--- src/rtl/dcache_arbiter_pkg.sv ---
// Shared data-cache arbiter definitions: micro-op encodings and the arbiter FSM states.
package Utilities;

   localparam logic [4:0] NOP = 5'b00000;
   localparam logic [4:0] LDR = 5'b00011;
   localparam logic [4:0] STR = 5'b00100;

   typedef enum logic [1:0] {
      ST_IDLE  = 2'd0,
      ST_ISSUE = 2'd1,
      ST_RESP  = 2'd2
   } arb_state_t;

   function automatic logic [4:0] mem_uop(input logic we);
      return we ? STR : LDR;
   endfunction

endpackage

--- src/rtl/dcache_arbiter_if.sv ---
// Two-requester data-cache bus: requester handshakes plus the arbiter-to-cache port.
interface dcache_arbiter_if #(
   parameter int ADDR_W = 5,
   parameter int DATA_W = 32
);
   logic              p0_req;
   logic              p1_req;
   logic              p0_we;
   logic              p1_we;
   logic [ADDR_W-1:0] p0_addr;
   logic [ADDR_W-1:0] p1_addr;
   logic [DATA_W-1:0] p0_wdata;
   logic [DATA_W-1:0] p1_wdata;
   logic              p0_ack;
   logic              p1_ack;
   logic [DATA_W-1:0] p0_rdata;
   logic [DATA_W-1:0] p1_rdata;
   logic [ADDR_W-1:0] dc_addr;
   logic [DATA_W-1:0] dc_data_in;
   logic [4:0]        dc_uop;
   logic [DATA_W-1:0] dc_data_out;
   logic              busy;

   modport slave (
      input  p0_req, p1_req, p0_we, p1_we, p0_addr, p1_addr, p0_wdata, p1_wdata, dc_data_out,
      output p0_ack, p1_ack, p0_rdata, p1_rdata, dc_addr, dc_data_in, dc_uop, busy
   );

   modport master (
      output p0_req, p1_req, p0_we, p1_we, p0_addr, p1_addr, p0_wdata, p1_wdata, dc_data_out,
      input  p0_ack, p1_ack, p0_rdata, p1_rdata, dc_addr, dc_data_in, dc_uop, busy
   );
endinterface

--- src/rtl/dcache_arbiter_pick.sv ---
// Grant selection for two requesters. DCACHE_ARB_RR_EN selects round-robin
// (i_ptr = 1 gives p1 the tie); otherwise p0 has fixed priority and i_ptr is ignored.
module dcache_arb_pick (
   input  logic       i_req0,
   input  logic       i_req1,
   input  logic       i_ptr,
   output logic [1:0] o_gnt
);
`ifdef DCACHE_ARB_RR_EN
   // Tie goes to the side the pointer favours; a lone request always wins
   always_comb begin
      o_gnt = 2'b00;
      if (i_req0 && i_req1) begin
         o_gnt = i_ptr ? 2'b10 : 2'b01;
      end else begin
         o_gnt = {i_req1, i_req0};
      end
   end
`else
   logic w_unused_ptr;
   assign w_unused_ptr = i_ptr;

   // Fixed priority: p0 first
   always_comb begin
      o_gnt = 2'b00;
      if (i_req0) begin
         o_gnt = 2'b01;
      end else if (i_req1) begin
         o_gnt = 2'b10;
      end else begin
         o_gnt = 2'b00;
      end
   end
`endif
endmodule

--- src/rtl/dcache_arbiter.sv ---
// Arbitrates a pipeline (p0) and a debug loader (p1) onto one data-cache port with
// an IDLE -> ISSUE -> RESP sequence. Build option DCACHE_ARB_RR_EN (see dcache_arb_pick).
module dcache_arbiter #(
   parameter int ADDR_W = 5,
   parameter int DATA_W = 32
) (
   input logic             clock,
   input logic             reset,
   dcache_arbiter_if.slave bus
);
   import Utilities::*;

   arb_state_t        r_state;
   arb_state_t        w_next;
   logic [ADDR_W-1:0] r_addr;
   logic [DATA_W-1:0] r_wdata;
   logic              r_we;
   logic [1:0]        r_gnt;
   logic              r_ptr;
   logic [1:0]        w_gnt;
   logic [4:0]        w_uop;
   logic              w_ack0;
   logic              w_ack1;

   dcache_arb_pick u_pick (
      .i_req0 (bus.p0_req),
      .i_req1 (bus.p1_req),
      .i_ptr  (r_ptr),
      .o_gnt  (w_gnt)
   );

   // FSM state register
   always_ff @(posedge clock or posedge reset) begin
      if (reset) begin
         r_state <= ST_IDLE;
      end else begin
         r_state <= w_next;
      end
   end

   // Capture the winner's operands in IDLE; the pointer hands the next tie to the other side
   always_ff @(posedge clock or posedge reset) begin
      if (reset) begin
         r_addr  <= {ADDR_W{1'b0}};
         r_wdata <= {DATA_W{1'b0}};
         r_we    <= 1'b0;
         r_gnt   <= 2'b00;
         r_ptr   <= 1'b0;
      end else if ((r_state == ST_IDLE) && (w_gnt != 2'b00)) begin
         r_gnt <= w_gnt;
         r_ptr <= w_gnt[0];
         if (w_gnt[1]) begin
            r_addr  <= bus.p1_addr;
            r_wdata <= bus.p1_wdata;
            r_we    <= bus.p1_we;
         end else begin
            r_addr  <= bus.p0_addr;
            r_wdata <= bus.p0_wdata;
            r_we    <= bus.p0_we;
         end
      end
   end

   // Next state and cache micro-op
   always_comb begin
      w_next = r_state;
      w_uop  = NOP;
      case (r_state)
         ST_IDLE: begin
            if (w_gnt != 2'b00) begin
               w_next = ST_ISSUE;
            end else begin
               w_next = ST_IDLE;
            end
         end
         ST_ISSUE: begin
            w_next = ST_RESP;
            w_uop  = mem_uop(r_we);
         end
         ST_RESP: begin
            w_next = ST_IDLE;
         end
         default: begin
            w_next = ST_IDLE;
         end
      endcase
   end

   assign w_ack0 = (r_state == ST_RESP) && r_gnt[0];
   assign w_ack1 = (r_state == ST_RESP) && r_gnt[1];

   // The cache read port is already registered, so RESP forwards it directly
   assign bus.p0_ack     = w_ack0;
   assign bus.p1_ack     = w_ack1;
   assign bus.p0_rdata   = (w_ack0 && !r_we) ? bus.dc_data_out : {DATA_W{1'b0}};
   assign bus.p1_rdata   = (w_ack1 && !r_we) ? bus.dc_data_out : {DATA_W{1'b0}};
   assign bus.dc_addr    = r_addr;
   assign bus.dc_data_in = r_wdata;
   assign bus.dc_uop     = w_uop;
   assign bus.busy       = (r_state != ST_IDLE);

endmodule

--- src/flat_wrapper.sv ---
// flat-port wrapper written by rule: the top's interface ports become plain ports
module dcache_arbiter_flat import Utilities::*;
#(
   parameter int ADDR_W = 5,
   parameter int DATA_W = 32
)
  (clock, reset, bus_p0_req, bus_p1_req, bus_p0_we, bus_p1_we, bus_p0_addr, bus_p1_addr, bus_p0_wdata, bus_p1_wdata, bus_dc_data_out, bus_p0_ack, bus_p1_ack, bus_p0_rdata, bus_p1_rdata, bus_dc_addr, bus_dc_data_in, bus_dc_uop, bus_busy);
  dcache_arbiter_if #(.ADDR_W(ADDR_W), .DATA_W(DATA_W)) bus_i ();
  input logic clock;
  input logic reset;
  input wire logic [$bits(bus_i.p0_req)-1:0] bus_p0_req;
  input wire logic [$bits(bus_i.p1_req)-1:0] bus_p1_req;
  input wire logic [$bits(bus_i.p0_we)-1:0] bus_p0_we;
  input wire logic [$bits(bus_i.p1_we)-1:0] bus_p1_we;
  input wire logic [$bits(bus_i.p0_addr)-1:0] bus_p0_addr;
  input wire logic [$bits(bus_i.p1_addr)-1:0] bus_p1_addr;
  input wire logic [$bits(bus_i.p0_wdata)-1:0] bus_p0_wdata;
  input wire logic [$bits(bus_i.p1_wdata)-1:0] bus_p1_wdata;
  input wire logic [$bits(bus_i.dc_data_out)-1:0] bus_dc_data_out;
  output wire logic [$bits(bus_i.p0_ack)-1:0] bus_p0_ack;
  output wire logic [$bits(bus_i.p1_ack)-1:0] bus_p1_ack;
  output wire logic [$bits(bus_i.p0_rdata)-1:0] bus_p0_rdata;
  output wire logic [$bits(bus_i.p1_rdata)-1:0] bus_p1_rdata;
  output wire logic [$bits(bus_i.dc_addr)-1:0] bus_dc_addr;
  output wire logic [$bits(bus_i.dc_data_in)-1:0] bus_dc_data_in;
  output wire logic [$bits(bus_i.dc_uop)-1:0] bus_dc_uop;
  output wire logic [$bits(bus_i.busy)-1:0] bus_busy;
  assign bus_i.p0_req = bus_p0_req;
  assign bus_i.p1_req = bus_p1_req;
  assign bus_i.p0_we = bus_p0_we;
  assign bus_i.p1_we = bus_p1_we;
  assign bus_i.p0_addr = bus_p0_addr;
  assign bus_i.p1_addr = bus_p1_addr;
  assign bus_i.p0_wdata = bus_p0_wdata;
  assign bus_i.p1_wdata = bus_p1_wdata;
  assign bus_i.dc_data_out = bus_dc_data_out;
  assign bus_p0_ack = bus_i.p0_ack;
  assign bus_p1_ack = bus_i.p1_ack;
  assign bus_p0_rdata = bus_i.p0_rdata;
  assign bus_p1_rdata = bus_i.p1_rdata;
  assign bus_dc_addr = bus_i.dc_addr;
  assign bus_dc_data_in = bus_i.dc_data_in;
  assign bus_dc_uop = bus_i.dc_uop;
  assign bus_busy = bus_i.busy;
  dcache_arbiter #(.ADDR_W(ADDR_W), .DATA_W(DATA_W)) u_core (.clock(clock), .reset(reset), .bus(bus_i));
endmodule
--- config.mk ---
export PLATFORM = sky130hd
export DESIGN_NAME = dcache_arbiter_flat
export DESIGN_NICKNAME = d
export VERILOG_FILES = /design/src/rtl/dcache_arbiter_pkg.sv /design/src/rtl/dcache_arbiter_if.sv /design/src/rtl/dcache_arbiter_pick.sv /design/src/rtl/dcache_arbiter.sv /design/src/flat_wrapper.sv
export SDC_FILE = /design/constraint.sdc
export NUM_CORES = 1
export LEC_CHECK = 0
export CORE_UTILIZATION = 33
export CTS_CLUSTER_SIZE = 8
export DETAILED_ROUTE_END_ITERATION = 8
export GPL_ROUTABILITY_DRIVEN = 0
export PLACE_DENSITY = 0.94
export SLEW_MARGIN = 20
export SYNTH_ARGS = -nofsm -noshare
export SYNTH_HDL_FRONTEND = slang
export SYNTH_SLANG_ARGS = --single-unit
--- constraint.sdc ---
create_clock -name clock -period 1.7 [get_ports clock]
set_input_delay 0.17 -clock clock [delete_from_list [all_inputs] [get_ports clock]]
set_output_delay 0.17 -clock clock [all_outputs]
set_load 0.05 [all_outputs]
# Word-level counts from Yosys, hierarchy flattened
# Cells that the tools add are included.
op_classes:
  eq_ne: 2
  n_reduce_logical: 9
  n_mux: 11
ops:
  columns: ["operator", "count"]
  rows:
  - ["32-bit 2-to-1 mux", 3]
  - ["5-bit 2-to-1 mux", 2]
  - ["1-bit logical AND", 5]
  - ["2-bit 2-to-1 mux", 2]
  - ["2-bit case mux with 2 select lines", 1]
  - ["2-bit nonzero test", 2]
  - ["3-bit 2-to-1 mux", 1]
  - ["2-bit by 1-bit == test with 1-bit output, second input constant", 1]
  - ["2-bit == test, second input constant", 1]
  - ["2-bit zero test", 1]
  - ["1-bit 2-to-1 mux", 2]
  - ["1-bit zero test", 1]
word_totals:
  regBits: 42
  wordCells: 27
  output_inout_bits: 109
  input_bits: 112

# Depth between registers and ports, before layout
logic_depth:
  ltp_word: 5
  depth_mapped: 5
  mapped_depth_nobuf: 3

# Cells and area by module
# From an unflattened synthesis, not the netlist that was laid out.
unflattened:
  hier_cells: 218
  area_unflattened_um2: 2591.2
by_module_without_submodules:
  columns: ["module", "area_each_um2", "cells_each", "seq_area_each_um2", "instances"]
  rows:
  - ["dcache_arbiter", 2570.0, 216, 1051.0, 1]
  - ["dcache_arb_pick", 21.3, 2, 0.0, 1]

# Least setup slack after synthesis
# No wires, ideal clock.
synth_timing:
  path_type: "register to output"
  startpoint: "reg u_core.r_state[0]"
  endpoint: "out bus_p0_rdata[10]"
  stages_incl_launch_ff: 5
  arrival_ps: 1867
  required_time_ps: 1530
  setup_slack_ps: -337
  n_path_buf: 1
  cell_sequence: "dfrtp_1 -> and3b_1 -> nor2b_1 -> clkbuf_1 -> and2_1"
synth_via:
  elab_chain_cells: 4
synth_rtl:
  columns: ["item", "line_no", "source"]
  rows:
  - ["start: declaration", "dcache_arbiter.sv:13", "arb_state_t r_state;"]
  - ["start signal: assignment", "dcache_arbiter.sv:37", "r_state <= w_next;"]
  - ["2-bit == test", "dcache_arbiter.sv:89", "assign w_ack0 = (r_state == ST_RESP) && r_gnt[0];"]
  - ["1-bit logical AND", "dcache_arbiter.sv:89", null]
  - ["via bus_p0_ack", "flat_wrapper.sv:20", "output wire logic [$bits(bus_i.p0_ack)-1:0] bus_p0_ack;"]
  - ["1-bit logical AND", "dcache_arbiter.sv:95", "assign bus.p0_rdata = (w_ack0 && !r_we) ? bus.dc_data_out : {DATA_W{1'b0}};"]
  - ["32-bit 2-to-1 mux", "dcache_arbiter.sv:95", null]
  - ["end: declaration", "flat_wrapper.sv:22", "output wire logic [$bits(bus_i.p0_rdata)-1:0] bus_p0_rdata;"]
# The timed path passes the listed nets, and every way through them passes these cells.

# Final worst setup path
layout_timing:
  startpoint: "reg u_core.r_state[0]"
  endpoint: "out bus_p0_rdata[24]"
layout_via:
  elab_chain_cells: 4
layout_rtl:
  columns: ["item", "line_no"]
  rows:
  - ["2-bit == test", "dcache_arbiter.sv:89"]
  - ["1-bit logical AND", "dcache_arbiter.sv:89"]
  - ["1-bit logical AND", "dcache_arbiter.sv:95"]
  - ["32-bit 2-to-1 mux", "dcache_arbiter.sv:95"]
# Every way passes these cells.

==> out/metrics.cfg <==
[status]
status=finished, violations left
violations=setup timing

[global_routing]
grt_pass1_vias=2780
grt_use_total_pct=22.20
grt_pass1_wl_um=14720
grt_max_degree=37
grt_overflow=0
grt_antenna_before_repair=0

[synth]
yosysSeqAreaShare_pct=39.33
ys_ff_latch=42
yosysTopAreaCell=dfrtp_1
synth-adder-area-share_pct=0
synthTopCellsByArea=dfrtp_1 39%, mux2_4 22%, and2_1 15%
synthCells=216
syn_area_mm2=0.002673
syn_area_per_cell_um2=12.37
synth_compound_area_share_pct=0.9831
synth_top_area_share_pct=39.33
synth_xor_area_share_pct=0
synth_top_family_by_area=multiplexers
ys_warn_count=0
synthMuxAreaShare_pct=37.64
ys_types=17
synthSimpleGateAreaFrac_pct=17.42

[layout]
nNetsFinal=556
antenna_cells=0
final_common_cell=clkdlybuf4s50_1
fill_cells=467
layout_common_cells=135 x clkdlybuf4s50_1, 73 x buf_12, 42 x dfrtp_1, 40 x mux2_4, 38 x and2_2
multi_input_area_mm2=0.001644
drive_gt1_share_pct=56.85
final_area_mm2=0.005989
syn_to_final_growth_pct=124.1
regArea_mm2=0.001051

[power]
p_leak_nw=2.623
p_int_w=0.004734
p_sw_w=0.004262
seqPwrFrac_pct=20.7
p_comb_share_pct=72.1
peakVddDrop_mv=1.230
powerDensity_mw_per_mm2=1502
clockPowerShare_pct=7.1
power_switching_share_pct=47.37

[worst_setup_path]
worstSetupPathType=register to primary output
crit_path_top_delay_cell=dfrtp_1
rr_endpoint=u_core.bus.dc_addr[1]
ff2ff_setup_slack_ps=280
cp_data_arrival_time_ps=1670
critical-path-max-stage-delay_ps=410
worst-path-buf-inv=2
reg2regPathDepth=4
start_kind=register
crit_family=simple AND/OR/NAND/NOR gates
critPathRequiredTime_ps=1530
path_max_fanout=15
crit_chain=and3b_2, nor2b_4, buf_6, and2_2, buf_12
endpoint_kind=primary output
rr_startpoint=u_core.r_state[0]

[clocking]
cts_buffer_depth=2
insertion_delay_ps=290
cts_root_buffer=clkbuf_8
cts_buffers=5
clk_pin_slew_worst_paths_ps=90
cts_tree=yes
clkSinkCount=42
htree_levels=2

[sta]
hold_ws_ps=172.7
setup_ws_ps=-137.1
setup_viol=64
worst_pin_slew_ps=529.6
slew_headroom_pct=64.63
fmax_mhz=544.3
clock_skew_ps=14.12
rsz0062_at_grt=true
slew_violations=0
post-route-min-period_ps=1837
finalCritPeriodShare_pct=108.1
finalSetupTns_ps=-6995
hold_viol_final=0

[route]
num_vias=2510
postRouteAntennaNets=0
drc=0
first_iter_violations=64
routed_wl_um=9364
drt_pre_antenna_iters=4
avgViaCountPerCell=4.589
wl_per_cell_um=17.12

[die]
die_h_um=91.99
core_mm2=0.007767
start_util_pct=34.41
dieArea_mm2=0.008462
ios=221
row_count=32
die_x_um=91.99

[placement]
portBuffers=218
dp_hpwl_um=7478
dpl_cell_area_mm2=0.005771

[flow_run]
cap_violations=0

[min_path]
holdCritPathClass=input port to async pin

synthesized netlist by cell type:
master and instances:
buf_6 4, a21oi_1 2, buf_2 3, nand2_1 1, buf_4 4, o21a_1 1
mux2_4 40, dfrtp_1 42, inv_1 2, clkbuf_1 6, nor2b_1 5, and3b_1 2
and2_1 65, mux2_2 36, a22o_1 1, nor2_2 1, conb_1 1
metal layers:
metal | GRT usage (%) | wire length [um] | vias to the layer above
met4 | 5.078 | 105 | 0
met1 | 23.13 | 3202 | 1204
met2 | 43.35 | 5424 | 123
met5 | 0 | 0 | -
met3 | 6.302 | 631 | 10
li1 | - | - | 1173
final cells by class:
| cell class | count | share of cell area [%] |
|---|---|---|
| timing repair buffer | 237 | 51.28 |
| multi-input combinational | 156 | 27.45 |
| sequential | 42 | 17.55 |
| tap | 102 | 2.131 |
| clock buffer | 5 | 1.149 |
| clock inverter | 3 | 0.3133 |
| inverter | 2 | 0.1253 |
metrics by stage:
| step | std cells | utilization, % | total power (W) | setup slack [ps] |
|---|---|---|---|---|
| final | 547 | 77.11 | 0.008996 | -137.1 |
| after global routing | 547 | 77.11 | 0.009345 | -215.0 |
| after CTS | 545 | 76.58 | 0.009049 | -118.8 |
| after detailed placement | 532 | 74.29 | 0.008242 | -168.6 |
| after global placement | 532 | 74.29 | 0.008083 | -121.6 |
| after floorplan | 217 | - | 0.005692 | -59.13 |
state kept, by name, summed over array words and instances, names as in the netlist:
signal and cells:
u_core.bus.dc_data_in 32, u_core.bus.dc_addr 5, u_core.r_gnt 2, u_core.r_state 2, u_core.r_we 1
worst max path at each step:
stage	from	end	slack (ps)	cells past startpoint
after floorplan	u_core.r_state[0]	bus_p0_rdata[10]	-60	4
after global placement	bus_p1_req	u_core.bus.dc_addr[0]	-120	5
after detailed placement	bus_p1_req	u_core.bus.dc_data_in[25]	-170	5
after CTS	u_core.r_state[0]	bus_p1_rdata[8]	-120	5
after global routing	u_core.r_state[0]	bus_p1_rdata[31]	-210	5
final	u_core.r_state[0]	bus_p0_rdata[24]	-140	5
power groups by stage:
stage / logic, W / clock network [W] / registers, W
after CTS: 0.00651 / 0.000670 / 0.00187
after global placement: 0.00627 / 0 / 0.00182
after floorplan: 0.00229 / 0 / 0.00340
final: 0.00649 / 0.000641 / 0.00187
after global routing: 0.00671 / 0.000710 / 0.00192
after detailed placement: 0.00639 / 0 / 0.00186
kinds of logic (layout without fill, tap and decap cells):
logic type,after synthesis,after routing
compound gates,4,4
simple gates,74,74
other cells,1,2
buf+inv,19,247
mux,76,76
flops,42,42
what timing repair did:
| action | 4_1_cts | 5_1_grt |
|---|---|---|
| resized for setup | 30 | 15 |
| hold buffers | 0 | 0 |
| pin swaps | 6 | 10 |
| endpoints found under the setup margin | 64 | 69 |
| buffers inserted | 2 | 1 |
| gates cloned | 3 | 1 |
Note: power is estimated with default switching activity, not from simulation.
==> RTL edit 1 (same settings) <==
`ADDR_W` is set to 5 in 3 places; all go to 3.
--- a/src/rtl/dcache_arbiter_if.sv
+++ b/src/rtl/dcache_arbiter_if.sv
@@ -2,3 +2,3 @@
 interface dcache_arbiter_if #(
-   parameter int ADDR_W = 5,
+   parameter int ADDR_W = 3,
    parameter int DATA_W = 32
--- a/src/rtl/dcache_arbiter.sv
+++ b/src/rtl/dcache_arbiter.sv
@@ -3,3 +3,3 @@
 module dcache_arbiter #(
-   parameter int ADDR_W = 5,
+   parameter int ADDR_W = 3,
    parameter int DATA_W = 32
--- a/src/flat_wrapper.sv
+++ b/src/flat_wrapper.sv
@@ -3,3 +3,3 @@
 #(
-   parameter int ADDR_W = 5,
+   parameter int ADDR_W = 3,
    parameter int DATA_W = 32
Interface: changed (resized bus_dc_addr, bus_p0_addr and bus_p1_addr); port bits go from 221 to 215. The function was not compared with the original's and may differ.
==> RTL edit 1 against the original RTL <==
Power is 3.8% higher; routed wire length is 23% higher; area after synthesis about the same; combinational power rose by 3.4%; setup slack worse by 0.091 ns; hold slack better by 0.031 ns; global-route usage up 1.5 points; maximum frequency down 4.7%; the flow still finishes with violations (negative setup slack); design area increased by 1.7%; sequential cell count down 2.
==> RTL edit 1: results (changes against the original RTL) <==
{
  "setup_path": {
    "timing.reg2reg.worst_path_depth": {"value": 5, "change": "+1"},
    "cp.arrival": {"value": 1.76, "unit": "ns", "change": "+0.09 ns"}
  },
  "floorplanning": {
    "die_w": {"value": 92.0, "unit": "µm", "change": "about the same"}
  },
  "finish": {
    "buffer_area_share": {"value": 51.2, "unit": "%", "change": "-0.11 points"},
    "layout.comb_gates.multi_input": {"value": 152, "change": "-2.6%"},
    "clockNetworkAreaShare": {"value": 1.99, "unit": "%", "change": "+0.53 points"},
    "nClkBuffers": {"value": 6, "change": "+1"},
    "drive_gt1_share": {"value": 57.8, "unit": "%", "change": "+0.91 points"},
    "sh_seq_area": {"value": 16.4, "unit": "%", "change": "-1.1 points"},
    "n_fill_cell": {"value": 392, "change": "-16%"},
    "layout.non_clock_buffers": {"value": 236, "change": "-0.42%"}
  },
  "status": {
    "status": "finished with violations",
    "violations_in_the_final_reports": "negative setup slack"
  },
  "cts": {
    "cts.sink_count": {"value": 40, "change": "-4.8%"}
  },
  "synthesis": {
    "synth_sequential_area_ratio": {"value": 37.5, "unit": "%", "change": "-1.9 points"},
    "synth.top_cells.by_count": "sky130_fd_sc_hd__and2_1, sky130_fd_sc_hd__mux2_4, sky130_fd_sc_hd__dfrtp_1",
    "post_synth_cell_types": {"value": 16, "change": "-1"},
    "ys_top_cells_by_area": "sky130_fd_sc_hd__dfrtp_1, sky130_fd_sc_hd__mux2_4, sky130_fd_sc_hd__and2_1"
  },
  "routing": {
    "routed_wire_length_per_instance": {"value": 21.4, "unit": "µm", "change": "+25%"}
  },
  "timing": {
    "setup_violations": {"value": 64, "change": "unchanged"},
    "fin_tns_setup": {"value": -11.73, "unit": "ns", "change": "-4.74 ns"},
    "post-route-worst-setup-slack": {"value": -0.228, "unit": "ns", "change": "-0.0905 ns"},
    "worst_slew_pin_slew": {"value": 0.699, "unit": "ns", "change": "+0.169 ns"},
    "clock_skew": {"value": 0.00732, "unit": "ns", "change": "-0.00680 ns"}
  },
  "grt": {
    "grt_max_degree": {"value": 25, "change": "-32%"},
    "grtUsageTotal": {"value": 23.7, "unit": "%", "change": "+1.5 points"}
  },
  "power": {
    "power.clock.fraction": {"value": 8.9, "unit": "%", "change": "+1.8 points"},
    "power_density": {"value": 1530, "unit": "nW/µm²", "change": "+2.1%"}
  },
  "placed_design": {
    "post_dp_hpwl": {"value": 7930, "unit": "µm", "change": "+6.0%"}
  }
}
[RTL edit 1: cell types whose count changed in the layout (fill, tap and decap cells not counted), moves of 2 or more]
cell                              change
sky130_fd_sc_hd__buf_6                +3
sky130_fd_sc_hd__clkbuf_16            +2
sky130_fd_sc_hd__clkinv_2             -2
sky130_fd_sc_hd__mux2_2              -24
sky130_fd_sc_hd__clkdlybuf4s50_1      -3
sky130_fd_sc_hd__dfrtp_1              -2
sky130_fd_sc_hd__mux2_4              +20
sky130_fd_sc_hd__and2_2              -31
sky130_fd_sc_hd__buf_4                -2
sky130_fd_sc_hd__and2_4              +32
sky130_fd_sc_hd__dlymetal6s2s_1       -2
[RTL edit 1: repair_timing]
item	CTS	global route
hold buffers	0	0
setup buffers	1	4
pin swaps	6	11
gates resized for setup	28	49
endpoints found under the setup margin	64	67
gates cloned	2	4
[RTL edit 1: per-layer routing]
layer	track usage, %	wire [µm]	vias to the layer above
met1	25.2	4180	1277
met4	4.82	344	0
met3	5.89	893	24
li1	-	-	1153
met2	46.4	6130	158
met5	0	0	-
[RTL edit 1: worst max-delay path, cell delays in order, from the launching register on]
cell and delay, ns:
sky130_fd_sc_hd__dfrtp_1 0.42, sky130_fd_sc_hd__and3b_2 0.29, sky130_fd_sc_hd__nor2b_4 0.25, sky130_fd_sc_hd__buf_4 0.19
sky130_fd_sc_hd__and2_2 0.18, sky130_fd_sc_hd__buf_12 0.14
[RTL edit 1: cell families after synthesis]
logic type / count (synthesis) / synth area share [%]
muxes: 72 / 38.8
other: 1 / 0.140
AOI/OAI and AO/OA: 4 / 0.984
buffers and inverters: 19 / 5.20
DFF: 40 / 37.5
and+or+nand+nor: 74 / 17.4
[RTL edit 1: through the flow]
stage / cells / setup WS, ns
2_1_floorplan: 211 / -0.0591
3_3_place_gp: 521 / -0.0889
3_5_place_dp: 521 / -0.139
4_1_cts: 532 / -0.171
5_1_grt: 540 / -0.273
6_report: 540 / -0.228
[RTL edit 1: final timing paths]
kind                                                            start                               endpoint  slack, ns
worst max register to register            u_core.r_state[1]$_DFF_PP0_  u_core.bus.dc_data_in[26]$_DFFE_PP0P_       0.16
max in group asynchronous                                       reset  u_core.bus.dc_data_in[29]$_DFFE_PP0P_       0.99
min in group clock              u_core.bus.dc_data_in[28]$_DFFE_PP0P_  u_core.bus.dc_data_in[28]$_DFFE_PP0P_       0.52
worst min register to register  u_core.bus.dc_data_in[28]$_DFFE_PP0P_  u_core.bus.dc_data_in[28]$_DFFE_PP0P_       0.52
worst min-delay path                                            reset   u_core.bus.dc_data_in[1]$_DFFE_PP0P_       0.20
worst max-delay path                      u_core.r_state[0]$_DFF_PP0_                       bus_p1_rdata[19]      -0.23
==> RTL edit 2 (config.mk and constraints unchanged) <==
Made on the original files. Re-encode `arb_state_t` (3 states) as one-hot, 3 bits wide.
--- a/src/rtl/dcache_arbiter_pkg.sv
+++ b/src/rtl/dcache_arbiter_pkg.sv
@@ -7,6 +7,6 @@
 
-   typedef enum logic [1:0] {
-      ST_IDLE  = 2'd0,
-      ST_ISSUE = 2'd1,
-      ST_RESP  = 2'd2
+   typedef enum logic [2:0] {
+      ST_IDLE  = 3'b001,
+      ST_ISSUE = 3'b010,
+      ST_RESP  = 3'b100
    } arb_state_t;
Check against the original RTL: no difference found for any inputs over 10 cycles, from zero or initial values and one cycle with reset high; not proved beyond that.
==> RTL edit 2 against the original RTL <==
The flow still finishes with violations (negative setup slack); setup slack worse by 0.050 ns; area after synthesis fell by 2.4%; routed wire length grew 25%; clock skew shrank 0.0059 ns; sequential cell count is 1 higher; design area increased by 4.2%; critical path depth is the same; power fell by 7.5%; critical endpoint is now bus_p1_rdata[27].
==> RTL edit 2: results (changes against the original RTL) <==
{
  "status": {
    "status": "finished with violations",
    "violations_in_the_final_reports": "negative setup slack"
  },
  "setup_path": {
    "worst-path-max-fanout": {"value": 16, "change": "+1"},
    "cp.arrival": {"value": 1.72, "unit": "ns", "change": "+0.05 ns"}
  },
  "timing": {
    "normalized_max_slew_margin": {"value": 64.3, "unit": "%", "change": "-0.33 points"},
    "post-route-worst-setup-slack": {"value": -0.187, "unit": "ns", "change": "-0.0500 ns"},
    "clock_skew": {"value": 0.00818, "unit": "ns", "change": "-0.00594 ns"},
    "setup_violations": {"value": 81, "change": "+27%"}
  },
  "grt": {
    "grtUsageMet1": {"value": 24.2, "unit": "%", "change": "+1.0 points"},
    "grt_max_degree": {"value": 33, "change": "-11%"},
    "use_met3": {"value": 5.89, "unit": "%", "change": "-0.41 points"},
    "grtUsageTotal": {"value": 24.2, "unit": "%", "change": "+2.0 points"},
    "grt_first_pass_wirelength": {"value": 15400, "unit": "µm", "change": "+4.8%"},
    "grt_util_met2": {"value": 48.4, "unit": "%", "change": "+5.1 points"},
    "via_count_of_the_first_global_routing_pass": {"value": 2881, "change": "+3.6%"}
  },
  "synthesis": {
    "post_synth_cell_types": {"value": 21, "change": "+4"},
    "synth.top_cells.by_count": "sky130_fd_sc_hd__mux2_2, sky130_fd_sc_hd__and2_1, sky130_fd_sc_hd__dfrtp_1",
    "synth_sequential_area_ratio": {"value": 41.3, "unit": "%", "change": "+2.0 points"},
    "postSynth.topFlopCell": "sky130_fd_sc_hd__dfrtp_1",
    "fraction_of_synthesized_area_in_multiplexers": {"value": 33.4, "unit": "%", "change": "-4.2 points"},
    "share_of_the_synthesized_area_in_compound_gates_ao_oa_aoi_oai": {"value": 1.01, "unit": "%", "change": "+0.025 points"},
    "ys_top_cells_by_area": "sky130_fd_sc_hd__dfrtp_1, sky130_fd_sc_hd__mux2_2, sky130_fd_sc_hd__and2_1",
    "synth-xor-area-share": {"value": 0, "unit": "%", "change": "unchanged"}
  },
  "finish": {
    "drive_gt1_share": {"value": 56.8, "unit": "%", "change": "about the same"},
    "final_nets": {"value": 567, "change": "+2.0%"}
  },
  "placed_design": {
    "port_buffer_cells": {"value": 218, "change": "unchanged"},
    "pre_cts_ws": {"value": -0.125, "unit": "ns", "change": "+0.0440 ns"},
    "dpl_cell_area": {"value": 5710, "unit": "µm²", "change": "-1.0%"},
    "post_dp_hpwl": {"value": 7980, "unit": "µm", "change": "+6.7%"}
  },
  "power": {
    "power.leakage": {"value": 2.68, "unit": "nW", "change": "+2.3%"},
    "cellInternalPower": {"value": 0.00458, "unit": "W", "change": "-3.2%"},
    "vdd_drop_max": {"value": 0.00113, "unit": "V", "change": "-7.8%"}
  },
  "routing": {
    "routed-via-count": {"value": 2733, "change": "+8.9%"},
    "routed_wire_length_per_instance": {"value": 21.0, "unit": "µm", "change": "+23%"},
    "first_pass_iters": {"value": 4, "change": "unchanged"},
    "detailedRoute.firstIterationViolations": {"value": 97, "change": "+52%"}
  },
  "cts": {
    "cts.clk_slew.worst_paths_ns": 0.08,
    "worstSkewPairLatency": {"value": 0.29, "unit": "ns", "change": "about the same"}
  }
}
RTL edit 2: changes by cell type after synthesis, sizes merged:
cell    before  now
nor2b        5    2
nor3b        0    3
dfstp        0    1
clkbuf       6    7
and2        65   67
buf         11   10
RTL edit 2: logic make-up after synthesis:
kind of cell           Yosys count
and+or+nand+nor                 76
other                            1
AOI/OAI and AO/OA                4
muxes                           76
DFF                             43
buffers and inverters           19
RTL edit 2: stage by stage:
step	instances	utilization [%]	power, W	setup TNS [ns]	hold slack (ns)
after floorplan	220	-	0.00494	-0.000855	0.256
after global placement	537	74.3	0.00657	-2.78	0.489
after detailed placement	537	74.3	0.00671	-3.49	0.494
after CTS	549	76.8	0.00748	-8.91	0.237
after global routing	558	81.2	0.00862	-14.76	0.238
final	558	81.2	0.00832	-9.98	0.239
RTL edit 2: power groups by stage:
stage	registers [W]	clock network (W)	logic [W]
2_1_floorplan	0.00344	0	0.00150
6_report	0.00193	0.000633	0.00576
4_1_cts	0.00189	0.000664	0.00493
3_3_place_gp	0.00185	0	0.00472
3_5_place_dp	0.00189	0	0.00482
5_1_grt	0.00198	0.000701	0.00593
RTL edit 2: final timing paths:
check | start | to | slack [ns]
max | u_core.r_state[0]$_DFF_PP1_ | bus_p1_rdata[27] | -0.19
min | reset | u_core.bus.dc_data_in[26]$_DFFE_PP0P_ | 0.24
max reg2reg | u_core.r_state[0]$_DFF_PP1_ | u_core.bus.dc_data_in[4]$_DFFE_PP0P_ | -0.01
min reg2reg | u_core.bus.dc_data_in[21]$_DFFE_PP0P_ | u_core.bus.dc_data_in[21]$_DFFE_PP0P_ | 0.52
max in group asynchronous | reset | u_core.r_state[0]$_DFF_PP1_ | 1.15
min in group clock | u_core.bus.dc_data_in[21]$_DFFE_PP0P_ | u_core.bus.dc_data_in[21]$_DFFE_PP0P_ | 0.52
RTL edit 2: final cells by class:
cell class	count	area [µm²]
Clock buffer	6	72.6
Fill cell	387	1450
Tap cell	102	128
Sequential cell	43	1080
Clock inverter	2	12.5
Inverter	2	7.51
Multi-Input combinational cell	158	1710
Timing Repair Buffer	245	3240
RTL edit 2: layer usage:
layer  wire length [µm]  share of wire (%)
met5                  0                  0
met4                444                3.8
met3                748                6.4
met2               6490                 55
met1               4050                 35
RTL edit 2: worst max-delay path, stage by stage, from the launching register on:
cell and delay (ns):
sky130_fd_sc_hd__dfstp_2 0.58, sky130_fd_sc_hd__nor3b_4 0.06, sky130_fd_sc_hd__and3b_2 0.25, sky130_fd_sc_hd__buf_12 0.16, sky130_fd_sc_hd__and2_2 0.22, sky130_fd_sc_hd__buf_12 0.15
RTL edit 2: repair_timing:
action | 4_1_cts | 5_1_grt
gates resized for setup | 40 | 61
pin swaps | 7 | 17
buffers inserted | 4 | 3
endpoints found under the setup margin | 64 | 108
cloned | 0 | 7
